## src/rtl/snake_score_keeper.sv

```systemverilog
// ============================================================================
//  Module      : snake_score_keeper
//  Description : Snake game score and phase tracker. Counts food events into a
//                saturating 7-bit score and owns the idle/play/over/win phase.
//                Optional best-score register enabled by macro HIGH_SCORE_EN.
//  Revision    : 1.0 - initial release
// ============================================================================
`default_nettype none

module snake_score_keeper #(
    parameter int MAX_POINTS      = 30,
    parameter int POINTS_PER_FOOD = 1
) (
    input  logic       clk,
    input  logic       rst,
    input  logic       start,
    input  logic       eat,
    input  logic       collide,
    output logic [6:0] points,
    output logic [6:0] best,
    output logic       playing,
    output logic       game_over,
    output logic       win
);

    localparam logic [1:0] c_S_IDLE = 2'd0;
    localparam logic [1:0] c_S_PLAY = 2'd1;
    localparam logic [1:0] c_S_OVER = 2'd2;
    localparam logic [1:0] c_S_WIN  = 2'd3;

    localparam logic [7:0] c_MAX8  = 8'(MAX_POINTS);
    localparam logic [6:0] c_MAX7  = 7'(MAX_POINTS);
    localparam logic [7:0] c_STEP8 = 8'(POINTS_PER_FOOD);

    logic [1:0] r_state;
    logic [1:0] w_state_next;
    logic [6:0] r_points;
    logic [6:0] w_points_next;
    logic       r_eat_q;
    logic       w_eat_rise;
    logic [7:0] w_sum;
    logic [6:0] w_sat;

    assign w_eat_rise = eat & ~r_eat_q;

    // Sum is one bit wider than the score so saturation can never see a wrap.
    assign w_sum = {1'b0, r_points} + c_STEP8;
    assign w_sat = (w_sum >= c_MAX8) ? c_MAX7 : w_sum[6:0];

    always_ff @(posedge clk) begin
        if (rst) begin
            r_state  <= c_S_IDLE;
            r_points <= 7'd0;
            r_eat_q  <= 1'b0;
        end else begin
            r_state  <= w_state_next;
            r_points <= w_points_next;
            r_eat_q  <= eat;
        end
    end

    always_comb begin
        w_state_next  = r_state;
        w_points_next = r_points;
        case (r_state)
            c_S_PLAY: begin
                // A collision wins over a food event arriving in the same cycle.
                if (collide) begin
                    w_state_next = c_S_OVER;
                end else if (w_eat_rise) begin
                    w_points_next = w_sat;
                    if (w_sat == c_MAX7) begin
                        w_state_next = c_S_WIN;
                    end
                end
            end
            c_S_IDLE,
            c_S_OVER,
            c_S_WIN: begin
                if (start) begin
                    w_state_next  = c_S_PLAY;
                    w_points_next = 7'd0;
                end
            end
            default: begin
                w_state_next  = c_S_IDLE;
                w_points_next = 7'd0;
            end
        endcase
    end

    assign points    = r_points;
    assign playing   = (r_state == c_S_PLAY);
    assign game_over = (r_state == c_S_OVER);
    assign win       = (r_state == c_S_WIN);

`ifdef HIGH_SCORE_EN
    logic [6:0] r_best;
    logic       w_game_end;

    // Leaving PLAY always means entering OVER or WIN; the score taken then is final.
    assign w_game_end = (r_state == c_S_PLAY) && (w_state_next != c_S_PLAY);

    always_ff @(posedge clk) begin
        if (rst) begin
            r_best <= 7'd0;
        end else if (w_game_end && (w_points_next > r_best)) begin
            r_best <= w_points_next;
        end
    end

    assign best = r_best;
`else
    assign best = 7'd0;
`endif

endmodule

`default_nettype wire

```

## config.mk

```make
export PLATFORM = sky130hd
export DESIGN_NAME = snake_score_keeper
export DESIGN_NICKNAME = d
export VERILOG_FILES = /design/src/rtl/snake_score_keeper.sv
export SDC_FILE = /design/constraint.sdc
export NUM_CORES = 1
export LEC_CHECK = 0
export ABC_AREA = 1
export CORE_MARGIN = 2
export CORE_UTILIZATION = 39
export DETAILED_ROUTE_END_ITERATION = 8
export PLACE_DENSITY = 0.72
export SKIP_CTS_REPAIR_TIMING = 1
export SYNTH_ARGS = -nofsm -noshare
export SYNTH_HDL_FRONTEND = slang
export SYNTH_SLANG_ARGS = --single-unit
```

## constraint.sdc

```tcl
create_clock -name clk -period 1.4 [get_ports clk]
set_clock_uncertainty 0.1 [all_clocks]
set_input_delay 0.21 -clock clk [delete_from_list [all_inputs] [get_ports clk]]
set_output_delay 0.21 -clock clk [all_outputs]
set_load 0.05 [all_outputs]
```

==> out/metrics.csv <==
metric,value,unit
hold_ws,0.388,ns
ys async rst share,0,%
via count,651,
I/O pins,22,
capturing point of the worst reg2reg path,points[4],
Nets,131,
register area,214,sq um
Final Util,71.7,%
drt via density,4.68,
Clock Latency Late Sink,0.27,ns
row count,14,
drt drc,0,
Fmax,661,MHz
Setup crit end,points[4],
"reg-to-reg slack, setup",-0.11,ns
RSZ-0062 raised after global routing,true,
post-layout min period,1.51,ns
Pwr per Cell Area,746,nW/um^2
die footprint,2020,sq um
final setup vio count,7,
share of cells above drive strength 1,52.8,%
WP buf/inv,2,
area growth from synthesis to layout,68.8,%
Final Instance Area,1100,sq um
max incr delay on CP,0.37,ns
sequential share of the synthesized area,30.6,%
Avg Inst Size Synth,7.04,sq um
most frequent CP cell,nand2_1,
Routed Wire Length,1450,microns
CTS tree,yes,
Most used DFF post-synth,dfxtp_1,
failing checks,setup timing,
DP Wirelength,1130,microns
r2r startpoint,points[1],
Synth Register Bits,10,
diodes inserted,0,
total global-route track usage,16.0,%
Worst Setup SP,points[1],
CP cell instances,inv_2 > ha_4 > inv_2 > o21ai_2 > nor2_1 > nand2_1 > and2_4 > nand2_1 > nand2_1 > a21oi_2,
leading post-synthesis cells by cell area,"dfxtp_1 31%, nand2_1 11%, inv_1 9.8%",
non-filler instance count after layout,139,
global-route wire length before repair,2330,microns
CP endpoint kind,register,
Stages on worst setup path,10,
DP Area,1020,sq um
Setup Crit Path Kind,reg2reg,
cts bufs inserted,3,
iteration count of the initial detailed-routing pass,4,
Die Ht,45.0,microns
worst setup margin,-0.113,ns
Initial Util,42.5,%
Synth Cell Area,654,sq um
largest net degree at the start of global routing,7,
max-cap violations,0,
placed cells,135,
crit path launch type,register,
synth cell count leaders,"19 x nand2_1, 17 x inv_1, 10 x dfxtp_1, 7 x buf_4",
final slew viol count,0,
worst reg2reg path depth,10,
maximum VDD drop,818,uV
port bufs,14,
CP max-delay cell,dfxtp_4,
core area,1540,sq um
crit share post-route,108,%
Root Buffer,clkbuf_4,
Cell variety after synth,22,
status,"complete, but fails checks",
H-tree levels,1,
fill cell count,112,
Worst-path clk slew,0.07,ns
Leak Pwr,0.000486,uW
"area leader, netlist",dfxtp_1,
most frequent cell after synthesis,nand2_1,
"EDFF count, synth",0,
vias in the first global route,576,
CP Data Required Time,1.46,ns
CP Data Arrival Time,1.58,ns
gr ovfl total,0,
YS warnings,0,
Final Hold Viols,0,
die width,45.0,microns
Overall Power,824,uW
ANT nets after route,0,
post-synth top area share,30.6,%
clk buf depth,2,
routability congestion estimate,0.878,
initial antenna violation count,0,
WL/cell,10.4,microns
Worst Hold Class,in2reg,
# clock sinks,10,
synthesized instance count,93,
Worst Path Max Fanout,4,
"CP delay by family, top",simple AND/OR/NAND/NOR gates,
drt initial violations,9,
footprint of the multi-input gates,425,sq um
stage by stage:
step                setup TNS (ns)  setup WS [ns]
floorplan                   -0.644         -0.134
global placement            -0.779         -0.177
detailed placement          -0.907         -0.160
CTS                         -0.464        -0.0897
global route                 -1.23         -0.181
finish                      -0.515         -0.113
area by class of cell:
class | count | area share (%)
inverters | 17 | 5.78
flip-flops and latches | 10 | 19.4
well taps | 16 | 1.81
clock buffers | 4 | 3.28
multi-input cells | 64 | 38.5
repair buffers | 28 | 31.3
report_power, final:
part           internal [uW]  total (uW)  switching [uW]
Sequential               295         309            13.8
Clock                    158         254            96.3
Combinational           96.7         261             164
Total                    550         824             274
registers in the layout, summed over array words and instances (netlist names):
name,flops
r_state,2
points,7
r_eat_q,1
placed cells by master, fill, tap and decap left out, types with 3 or more instances in the layout:
cell type	count
nor2_1	4
clkdlybuf4s50_1	4
dfxtp_1	3
buf_12	10
clkbuf_4	3
nand2_2	6
a21oi_2	7
nor2_4	3
inv_1	14
nand3_2	3
dfxtp_2	5
buf_4	14
nand2_1	15
inv_2	3
conb_1	7
how the worst min path moves through the flow:
stage                     slack (ns)  cells after the start         end       start
after floorplan                 0.23                      2     r_eat_q         eat
after CTS                       0.39                      3     r_eat_q         eat
final                           0.39                      3     r_eat_q         eat
after global placement          0.39                      2  r_state[0]  r_state[0]
after global routing            0.41                      2  r_state[1]  r_state[1]
after detailed placement        0.39                      2   points[3]   points[3]
layer usage:
layer	up-vias	global-route usage [%]	wire, microns
met4	0	8.82	32
met5	-	0	0
li1	332	-	-
met1	298	19.3	597
met3	4	4.80	63
met2	17	25.1	752
logic make-up (layout without fill, tap and decap cells):
group | Yosys count | count (layout) | synth area share (%)
buffers and inverters | 25 | 49 | 18.4
adders and majority gates | 2 | 2 | 3.82
xor gates and xnor gates | 3 | 3 | 4.02
DFF | 10 | 10 | 30.6
AOI/OAI and AO/OA | 13 | 13 | 13.2
other | 1 | 7 | 0.573
and+or+nand+nor | 39 | 39 | 29.4
tightest hold or removal path: stages:
cell and delay (ns):
clkdlybuf4s50_1 0.39, inv_1 0.07, nor2_1 0.04
No activity file was read; power rests on OpenSTA's default activity.
